**src/rtl/ccd_dmem_loader_pkg.sv**
```systemverilog
// ccd_pkg: shared types and derived sizes for the camera-to-DMEM loader.
//   ccd_state_t  - loader FSM states
//   pix_per_word - pixels packed into one DMEM word
//   num_words    - DMEM words per frame (last word may be partial)
package ccd_pkg;

    typedef enum logic [2:0] {
        ST_IDLE     = 3'd0,
        ST_WAIT_SOF = 3'd1,
        ST_CAPTURE  = 3'd2,
        ST_LAST_WR  = 3'd3,
        ST_DONE     = 3'd4
    } ccd_state_t;

    function automatic int pix_per_word(input int word_w, input int pix_w);
        return word_w / pix_w;
    endfunction

    function automatic int num_words(input int num_pixels, input int ppw);
        return (num_pixels + ppw - 1) / ppw;
    endfunction

endpackage

```
**src/rtl/ccd_dmem_loader_if.sv**
```systemverilog
// ccd_dmem_loader_if: pixel stream in, DMEM port-B write bus out.
//   pix_data/pix_valid/frame_start : camera beat (driven by the environment)
//   pix_ready                      : loader accepts the beat
//   ccd_dmem_addr/data/wren        : DMEM port-B write (driven by the loader)
// Modports: master = loader side, slave = camera/DMEM side.
interface ccd_dmem_loader_if #(
    parameter int PIX_W  = 8,
    parameter int WORD_W = 256,
    parameter int ADDR_W = 7
) ();

    logic [PIX_W-1:0]  pix_data;
    logic              pix_valid;
    logic              frame_start;
    logic              pix_ready;
    logic [ADDR_W-1:0] ccd_dmem_addr;
    logic [WORD_W-1:0] ccd_dmem_data;
    logic              ccd_dmem_wren;

    modport master (
        input  pix_data, pix_valid, frame_start,
        output pix_ready, ccd_dmem_addr, ccd_dmem_data, ccd_dmem_wren
    );

    modport slave (
        output pix_data, pix_valid, frame_start,
        input  pix_ready, ccd_dmem_addr, ccd_dmem_data, ccd_dmem_wren
    );

endinterface

```
**src/rtl/ccd_pixel_packer.sv**
```systemverilog
// ccd_pixel_packer: packs pixels LSB-first into a WORD_W-bit word.
//   clk, rst_n   : clock, asynchronous active-low reset
//   load_i       : a pixel is accepted this cycle
//   clear_i      : discard the partial word; with load_i the pixel lands in lane 0
//   flush_i      : with load_i, emit the word even if not full (last pixel of frame)
//   pix_i        : pixel value
//   word_o       : packed word including the pixel being loaded this cycle
//   word_full_o  : this load fills the last lane
//   word_out_o   : word_o must be written this cycle (full or flushed)
module ccd_pixel_packer
    import ccd_pkg::*;
#(
    parameter int PIX_W  = 8,
    parameter int WORD_W = 256
) (
    input  logic              clk,
    input  logic              rst_n,
    input  logic              load_i,
    input  logic              clear_i,
    input  logic              flush_i,
    input  logic [PIX_W-1:0]  pix_i,
    output logic [WORD_W-1:0] word_o,
    output logic              word_full_o,
    output logic              word_out_o
);

    localparam int PPW    = pix_per_word(WORD_W, PIX_W);
    localparam int LANE_W = (PPW > 1) ? $clog2(PPW) : 1;

    logic [WORD_W-1:0] pack_q, pack_d;
    logic [LANE_W-1:0] lane_q, lane_d;
    logic [LANE_W-1:0] lane_eff;

    always_comb begin
        // A clear in the same cycle as a load restarts the word at lane 0.
        lane_eff = clear_i ? '0 : lane_q;
        word_o   = clear_i ? '0 : pack_q;
        word_o[lane_eff*PIX_W +: PIX_W] = pix_i;

        word_full_o = load_i && (lane_eff == LANE_W'(PPW - 1));
        word_out_o  = load_i && (word_full_o || flush_i);

        pack_d = pack_q;
        lane_d = lane_q;
        if (load_i) begin
            if (word_out_o) begin
                // Emitted words leave zeros behind so a partial final word
                // carries zeros in its unfilled lanes.
                pack_d = '0;
                lane_d = '0;
            end else begin
                pack_d = word_o;
                lane_d = lane_eff + LANE_W'(1);
            end
        end else if (clear_i) begin
            pack_d = '0;
            lane_d = '0;
        end
    end

    always_ff @(posedge clk or negedge rst_n) begin
        if (!rst_n) begin
            pack_q <= '0;
            lane_q <= '0;
        end else begin
            pack_q <= pack_d;
            lane_q <= lane_d;
        end
    end

endmodule

```
**src/rtl/ccd_dmem_loader.sv**
```systemverilog
// ccd_dmem_loader: captures one camera frame into consecutive DMEM words.
//   clk, rst_n : clock, asynchronous active-low reset
//   ccd_en     : CPU request level; dropping it aborts or acknowledges done
//   bus        : pixel stream in, DMEM port-B write out (master modport)
//   ccd_done   : frame fully committed; held until ccd_en falls
module ccd_dmem_loader
    import ccd_pkg::*;
#(
    parameter int PIX_W      = 8,
    parameter int WORD_W     = 256,
    parameter int ADDR_W     = 7,
    parameter int NUM_PIXELS = 784,
    parameter int BASE_ADDR  = 0
) (
    input  logic              clk,
    input  logic              rst_n,
    input  logic              ccd_en,
    ccd_dmem_loader_if.master bus,
    output logic              ccd_done
);

    localparam int PPW       = pix_per_word(WORD_W, PIX_W);
    localparam int NUM_WORDS = num_words(NUM_PIXELS, PPW);
    localparam int CNT_W     = $clog2(NUM_PIXELS + 1);

    if (WORD_W % PIX_W != 0) begin : g_bad_word_w
        $error("ccd_dmem_loader: WORD_W must be a multiple of PIX_W");
    end
    if (BASE_ADDR + NUM_WORDS - 1 >= (1 << ADDR_W)) begin : g_bad_base
        $error("ccd_dmem_loader: frame does not fit in the DMEM address range");
    end

    ccd_state_t        state_q, state_d;
    logic [CNT_W-1:0]  pix_cnt_q, pix_cnt_d, cnt_eff;
    logic [ADDR_W-1:0] word_idx_q, word_idx_d, widx_eff;
    logic [ADDR_W-1:0] addr_q, addr_d;
    logic [WORD_W-1:0] data_q, data_d;
    logic              wren_q, wren_d;

    logic              ready, accept;
    logic              sof_load, cap_load, load, restart, last;
    logic [WORD_W-1:0] packed_word;
    logic              word_full, word_out;

    assign ready = (state_q == ST_IDLE) || (state_q == ST_WAIT_SOF) ||
                   (state_q == ST_CAPTURE);
    assign accept = bus.pix_valid && ready;

    // Pixels are only taken while ccd_en is still high, so an abort never
    // registers a new write on the cycle it is seen.
    assign sof_load = (state_q == ST_WAIT_SOF) && ccd_en && accept && bus.frame_start;
    assign cap_load = (state_q == ST_CAPTURE) && ccd_en && accept;
    assign load     = sof_load || cap_load;
    assign restart  = sof_load || (cap_load && bus.frame_start);
    assign cnt_eff  = restart ? '0 : pix_cnt_q;
    assign widx_eff = restart ? '0 : word_idx_q;
    assign last     = load && (cnt_eff == CNT_W'(NUM_PIXELS - 1));

    ccd_pixel_packer #(
        .PIX_W  (PIX_W),
        .WORD_W (WORD_W)
    ) u_packer (
        .clk         (clk),
        .rst_n       (rst_n),
        .load_i      (load),
        .clear_i     (restart || (state_q == ST_IDLE)),
        .flush_i     (last),
        .pix_i       (bus.pix_data),
        .word_o      (packed_word),
        .word_full_o (word_full),
        .word_out_o  (word_out)
    );

    always_comb begin
        state_d    = state_q;
        pix_cnt_d  = pix_cnt_q;
        word_idx_d = word_idx_q;
        addr_d     = addr_q;
        data_d     = data_q;
        wren_d     = 1'b0;

        if (load) begin
            pix_cnt_d  = cnt_eff + CNT_W'(1);
            word_idx_d = word_full ? widx_eff + ADDR_W'(1) : widx_eff;
        end
        if (word_out) begin
            addr_d = ADDR_W'(BASE_ADDR) + widx_eff;
            data_d = packed_word;
            wren_d = 1'b1;
        end

        case (state_q)
            ST_IDLE: begin
                pix_cnt_d  = '0;
                word_idx_d = '0;
                if (ccd_en) state_d = ST_WAIT_SOF;
            end
            ST_WAIT_SOF: begin
                if (!ccd_en)       state_d = ST_IDLE;
                else if (sof_load) state_d = last ? ST_LAST_WR : ST_CAPTURE;
            end
            ST_CAPTURE: begin
                if (!ccd_en)   state_d = ST_IDLE;
                else if (last) state_d = ST_LAST_WR;
            end
            // The final write was registered on entry; it issues this cycle.
            ST_LAST_WR: state_d = ccd_en ? ST_DONE : ST_IDLE;
            ST_DONE: begin
                if (!ccd_en) state_d = ST_IDLE;
            end
            default: state_d = ST_IDLE;
        endcase
    end

    always_ff @(posedge clk or negedge rst_n) begin
        if (!rst_n) begin
            state_q    <= ST_IDLE;
            pix_cnt_q  <= '0;
            word_idx_q <= '0;
            addr_q     <= '0;
            data_q     <= '0;
            wren_q     <= 1'b0;
        end else begin
            state_q    <= state_d;
            pix_cnt_q  <= pix_cnt_d;
            word_idx_q <= word_idx_d;
            addr_q     <= addr_d;
            data_q     <= data_d;
            wren_q     <= wren_d;
        end
    end

    assign bus.pix_ready     = ready;
    assign bus.ccd_dmem_addr = addr_q;
    assign bus.ccd_dmem_data = data_q;
    assign bus.ccd_dmem_wren = wren_q;
    assign ccd_done          = (state_q == ST_DONE);

endmodule

```
**src/flat_wrapper.sv**
```systemverilog
// flat-port wrapper written by rule: the top's interface ports become plain ports
module ccd_dmem_loader_flat import ccd_pkg::*;
#(
    parameter int PIX_W      = 8,
    parameter int WORD_W     = 256,
    parameter int ADDR_W     = 7,
    parameter int NUM_PIXELS = 784,
    parameter int BASE_ADDR  = 0
)
  (clk, rst_n, ccd_en, ccd_done, bus_pix_data, bus_pix_valid, bus_frame_start, bus_pix_ready, bus_ccd_dmem_addr, bus_ccd_dmem_data, bus_ccd_dmem_wren);
  ccd_dmem_loader_if #(.PIX_W(PIX_W), .WORD_W(WORD_W), .ADDR_W(ADDR_W)) bus_i ();
  input  logic clk;
  input  logic rst_n;
  input  logic ccd_en;
  output logic ccd_done;
  input wire logic [$bits(bus_i.pix_data)-1:0] bus_pix_data;
  input wire logic [$bits(bus_i.pix_valid)-1:0] bus_pix_valid;
  input wire logic [$bits(bus_i.frame_start)-1:0] bus_frame_start;
  output wire logic [$bits(bus_i.pix_ready)-1:0] bus_pix_ready;
  output wire logic [$bits(bus_i.ccd_dmem_addr)-1:0] bus_ccd_dmem_addr;
  output wire logic [$bits(bus_i.ccd_dmem_data)-1:0] bus_ccd_dmem_data;
  output wire logic [$bits(bus_i.ccd_dmem_wren)-1:0] bus_ccd_dmem_wren;
  assign bus_i.pix_data = bus_pix_data;
  assign bus_i.pix_valid = bus_pix_valid;
  assign bus_i.frame_start = bus_frame_start;
  assign bus_pix_ready = bus_i.pix_ready;
  assign bus_ccd_dmem_addr = bus_i.ccd_dmem_addr;
  assign bus_ccd_dmem_data = bus_i.ccd_dmem_data;
  assign bus_ccd_dmem_wren = bus_i.ccd_dmem_wren;
  ccd_dmem_loader #(.PIX_W(PIX_W), .WORD_W(WORD_W), .ADDR_W(ADDR_W), .NUM_PIXELS(NUM_PIXELS), .BASE_ADDR(BASE_ADDR)) u_core (.clk(clk), .rst_n(rst_n), .ccd_en(ccd_en), .bus(bus_i), .ccd_done(ccd_done));
endmodule
```
**config.mk**
```make
export PLATFORM = sky130hd
export DESIGN_NAME = ccd_dmem_loader_flat
export DESIGN_NICKNAME = d
export VERILOG_FILES = /design/src/rtl/ccd_dmem_loader_pkg.sv /design/src/rtl/ccd_dmem_loader_if.sv /design/src/rtl/ccd_pixel_packer.sv /design/src/rtl/ccd_dmem_loader.sv /design/src/flat_wrapper.sv
export SDC_FILE = /design/constraint.sdc
export NUM_CORES = 1
export LEC_CHECK = 0
export BUFFER_PORTS_ARGS = -buffer_cell sky130_fd_sc_hd__buf_4
export CAP_MARGIN = 10
export CORE_MARGIN = 2
export CORE_UTILIZATION = 60
export CTS_CLUSTER_SIZE = 28
export DETAILED_ROUTE_END_ITERATION = 16
export PLACE_DENSITY = 0.93
export SLEW_MARGIN = 20
export SYNTH_ARGS = -nofsm -noshare
export SYNTH_HDL_FRONTEND = slang
export SYNTH_SLANG_ARGS = --single-unit
```
**constraint.sdc**
```tcl
create_clock -name clk -period 9.1 [get_ports clk]
set_clock_uncertainty 0.15 [all_clocks]
set_input_delay 0.91 -clock clk [delete_from_list [all_inputs] [get_ports clk]]
set_output_delay 0.91 -clock clk [all_outputs]
set_load 0.1 [all_outputs]
```
==> metrics list <==
- Result of the run: completed
* Clock Latency Late Sink: 0.61 ns
- WL per Instance: 24.1 um
- Final Hold Violating Endpoints: 0
- The worst setup path is captured at a flip-flop.
- The via count of the first global-routing pass came to 20662.
- At the pin with the least slew margin, the transition time is 1.19 ns.
- First-pass GRT wire length: 114 mm
- At the worst endpoint, the arrival time is 6.77 ns.
* Number of different library cells in the post-synthesis netlist: 73
- In the finished design, the share of the clock period the worst path needs comes to 0.713.
- Buffers and inverters on the worst path: 6
- Sw power: 0.00116 W
- In this run the register-to-register setup slack is 2.61 ns.
- Entering global routing, the biggest net connects 249 pins.
- H-tree levels: 2
- Buffers placed on the I/O ports in this run total 278.
* Global Route Usage Sum: 0.347
- Required time at the endpoint of the critical path: 9.38 ns
* CTS Buffer Depth: 3
* Layout area overhead: 16.2%
* Post-CTS sizing: 0
* DR iter-0 viols: 2983
- Class of the tightest hold or removal check: input port to asynchronous set/reset pin
- Cell types occupying the most area after synthesis: sky130_fd_sc_hd__dfrtp_1 56%, sky130_fd_sc_hd__nand2_1 7.8%, sky130_fd_sc_hd__mux2_2 5.9%
- Sort of element at the start of the critical path: flip-flop
- Number of rows in the core area: 74
* Worst reg-to-reg path cell count: 17
* Fraction of final layout cells with drive strength greater than 1: 0.217
- The detail route stage leaves a number of antenna-violating nets equal to 0.
* Comb pwr share: 0.040
- The die covers 42500 um^2.
- Slew Viols, Final: 0
- The worst pin sits at a relative slew slack of 0.201.
- WS Path Type: flip-flop to flip-flop
- Detailed placement finished with a half-perimeter wire length of 46.2 mm.
- ANT cells: 0
- FFs w/ async S/R, synth: 1.00
- DIE HEIGHT: 206 um
* Global route overflow: 0
- Of the post-synthesis cell area, the dominant cell type holds 0.557.
* Number of nets in the final layout: 2548
- Measured on the finished design, the core utilization comes to 0.702.
- The largest individual stage delay along the critical path comes from the cell sky130_fd_sc_hd__a21oi_4.
- Routability cong.: 0.907
- Number of max-cap violations: 0
* Cell Chain, Critical Path: a21o_1 -> inv_2 -> a21oi_4 -> nand2_1 -> inv_2 -> ha_1 -> nand2_1 -> nor2_1 -> ha_1 -> inv_1 -> a211oi_1 -> a21oi_4 -> buf_12 -> buf_4 -> buf_6 -> nand2_1 -> o21ai_1
- Launch point of the critical path: u_core.state_q[0]
- In this design, the stage delay of the slowest critical-path cell is 0.82 ns.
- Time the worst path needs with I/O delays and setup: 6.49 ns
* Initial standard-cell utilization of the core: 0.604
* Largest driver fanout on the critical path: 248
* DRC violation count after routing: 0
- Cell family with most CP delay: buffers and inverters
- The tree built by TritonCTS fans out to 545 sinks.
- Final Setup Violations: 0
- The number of nets handed over by synthesis was 2398.
* Drt pass-1 iters: 7
- After detailed routing, the number of vias per cell comes to 6.83.
* IR Drop Worst-Case VDD: 0.141 mV
* Synthesis-stage register bit count: 545
- During I/O placement, the number of pins put on the boundary was 279.
- Of the total power, the share spent switching nets is 0.233.
- TritonCTS clock tree: built
* Hold Buf Count CTS: 0
- Share of power burned in registers: 0.488
* Clock input transition at the sequential cells of the worst setup and hold paths: 0.06 ns
- Adding up every negative setup slack in the final design gives 0 ns.
- Yosys mapped a number of flops with a built-in enable equal to 0.
- Core region area: 40600 um^2
* Clk pwr share: 0.471
- RSZ-0062 raised after global routing: false
- Routed vias: 21173
- Fill cell total of the finished layout: 2580
- Lkg Pwr: 12.5 nW
- R2R Path Start: u_core.state_q[0]
* Warnings, synthesis: 0
* Largest area contributor in the synthesized netlist: sky130_fd_sc_hd__dfrtp_1
- Clock root cell: sky130_fd_sc_hd__clkbuf_16
- The number of setup buffers added after CTS is 0.
* Register area share after synthesis: 0.557
- Power spread over the standard cell area amounts to 175 nW/um^2.
* Post-Synthesis Cell Area: 24500 um^2
- The number of antenna violations at the first check in global routing is 0.
* Power Internal: 0.00382 W
- A synthesized cell averages 10.3 um^2.
- In this run, CTS created clock tree buffers numbering 53.
- Critical Path Most Common Cell: sky130_fd_sc_hd__nand2_1
* Maximum frequency from static timing analysis: 154 MHz
- The routed design has 74.8 mm of wire.
- Synthesis produced 2377 cells.
- The floorplan step set the die width to 206 um.
* End of the worst register-to-register path: u_core.bus.ccd_dmem_data[69]
* Post-synth top flop: sky130_fd_sc_hd__dfrtp_1
## kinds of logic after synthesis
kind of cell	after synthesis	share of synthesized area
AO/OA/AOI/OAI	630	0.173
AND/OR/NAND/NOR	824	0.156
buffers and inverters	211	0.0383
flip-flops	545	0.557
XOR/XNOR	5	0.00209
multiplexers	154	0.0694
adder cells (fa/ha/maj)	8	0.00409
## cell usage in the layout (no fill, tap or decap), types with 8 or more instances in the layout
cell type and n:
sky130_fd_sc_hd__a21oi_1 42, sky130_fd_sc_hd__a221o_1 24, sky130_fd_sc_hd__a221oi_1 8, sky130_fd_sc_hd__a22o_1 39, sky130_fd_sc_hd__a31oi_1 14, sky130_fd_sc_hd__a32o_1 24, sky130_fd_sc_hd__and2_1 32, sky130_fd_sc_hd__buf_4 288
sky130_fd_sc_hd__clkbuf_16 54, sky130_fd_sc_hd__clkbuf_8 16, sky130_fd_sc_hd__clkinv_2 8, sky130_fd_sc_hd__dfrtp_1 545, sky130_fd_sc_hd__ha_1 8, sky130_fd_sc_hd__mux2_2 128, sky130_fd_sc_hd__mux2i_1 26, sky130_fd_sc_hd__nand2_1 512
sky130_fd_sc_hd__nand3_1 38, sky130_fd_sc_hd__nand3_2 10, sky130_fd_sc_hd__nand4_1 93, sky130_fd_sc_hd__nor2_1 45, sky130_fd_sc_hd__nor3_1 30, sky130_fd_sc_hd__o211ai_1 65, sky130_fd_sc_hd__o21ai_0 19, sky130_fd_sc_hd__o21ai_1 157
sky130_fd_sc_hd__o22ai_1 168, sky130_fd_sc_hd__o2bb2ai_1 9, sky130_fd_sc_hd__o32ai_1 24, sky130_fd_sc_hd__or3_1 19
## metal layers
layer  wire length (um)  part of all wire  GRT usage
met4               3960             0.053      0.171
met1              27000              0.36      0.450
met5                  0                 0          0
met3               9030              0.12     0.0916
met2              34800              0.47      0.543
## worst register-to-register path, cell delays in order, from the launching register on
cell                       delay [ns]
sky130_fd_sc_hd__dfrtp_1         0.63
sky130_fd_sc_hd__a21o_1          0.23
sky130_fd_sc_hd__inv_2           0.11
sky130_fd_sc_hd__a21oi_4         0.82
sky130_fd_sc_hd__nand2_1         0.32
sky130_fd_sc_hd__inv_2           0.57
sky130_fd_sc_hd__ha_1            0.55
sky130_fd_sc_hd__nand2_1         0.10
sky130_fd_sc_hd__nor2_1          0.10
sky130_fd_sc_hd__ha_1            0.37
sky130_fd_sc_hd__inv_1           0.08
sky130_fd_sc_hd__a211oi_1        0.49
sky130_fd_sc_hd__a21oi_4         0.08
sky130_fd_sc_hd__buf_12          0.38
sky130_fd_sc_hd__buf_4           0.61
sky130_fd_sc_hd__buf_6           0.44
sky130_fd_sc_hd__nand2_1         0.19
sky130_fd_sc_hd__o21ai_1         0.09
## layout make-up
class	count	area, um^2	area share
flip-flops and latches	545	13600	0.479
multi-input cells	1621	9960	0.350
repair buffers	296	2300	0.0807
clock buffers	77	1600	0.0561
well taps	532	666	0.0234
clock inverters	21	268	0.00941
inverters	10	38.8	0.00136
## through the flow
stage	hold slack, ns	total power (W)	instances	cell area, um^2	setup slack, ns
after global placement	0.308	0.00266	3002	26500	2.56
after detailed placement	0.312	0.00267	3002	26500	2.21
final	0.216	0.00498	3102	28500	2.61
after global routing	0.281	0.00509	3102	28500	2.12
after floorplan	0.290	0.00258	2377	24500	4.14
after CTS	0.243	0.00496	3100	28400	2.61
## state kept, by name, indices dropped and copies added (netlist names)
register and count:
u_core.pix_cnt_q 10, u_core.bus.ccd_dmem_addr 7, u_core.word_idx_q 7, u_core.bus.ccd_dmem_data 256
u_core.state_q 3, u_core.u_packer.lane_q 5, u_core.bus.ccd_dmem_wren 1, u_core.u_packer.pack_q 256
## worst max-delay path by stage
stage	end	slack (ns)	depth (start not counted)
finish	u_core.bus.ccd_dmem_data[69]	2.61	17
detailed placement	u_core.bus.ccd_dmem_data[56]	2.21	17
global route	u_core.bus.ccd_dmem_data[233]	2.12	17
global placement	u_core.bus.ccd_dmem_data[45]	2.56	17
CTS	u_core.bus.ccd_dmem_data[233]	2.61	17
floorplan	u_core.u_packer.pack_q[224]	4.14	17
## power by group through the flow
stage	logic (W)	registers (W)	clock network [W]
floorplan	0.000109	0.00247	0
global placement	0.000188	0.00248	0
detailed placement	0.000192	0.00248	0
CTS	0.000193	0.00243	0.00234
global route	0.000218	0.00243	0.00244
finish	0.000201	0.00243	0.00235
## cell usage after synthesis (all sizes together) (8+ instances only)
library cell and count:
a221oi 8, nor2 46, or3 19, a221o 24, clkbuf 118, mux2 128
o211ai 65, nand2 512, a22o 39, a31oi 14, a32o 24, and2 32
a21oi 49, o22ai 168, o21ai 176, dfrtp 545, nor3 36, o32ai 24
nand4 95, nand3 48, o2bb2ai 9, mux2i 26, buf 83, ha 8
inv 9
No activity file was read; power rests on OpenSTA's default activity.
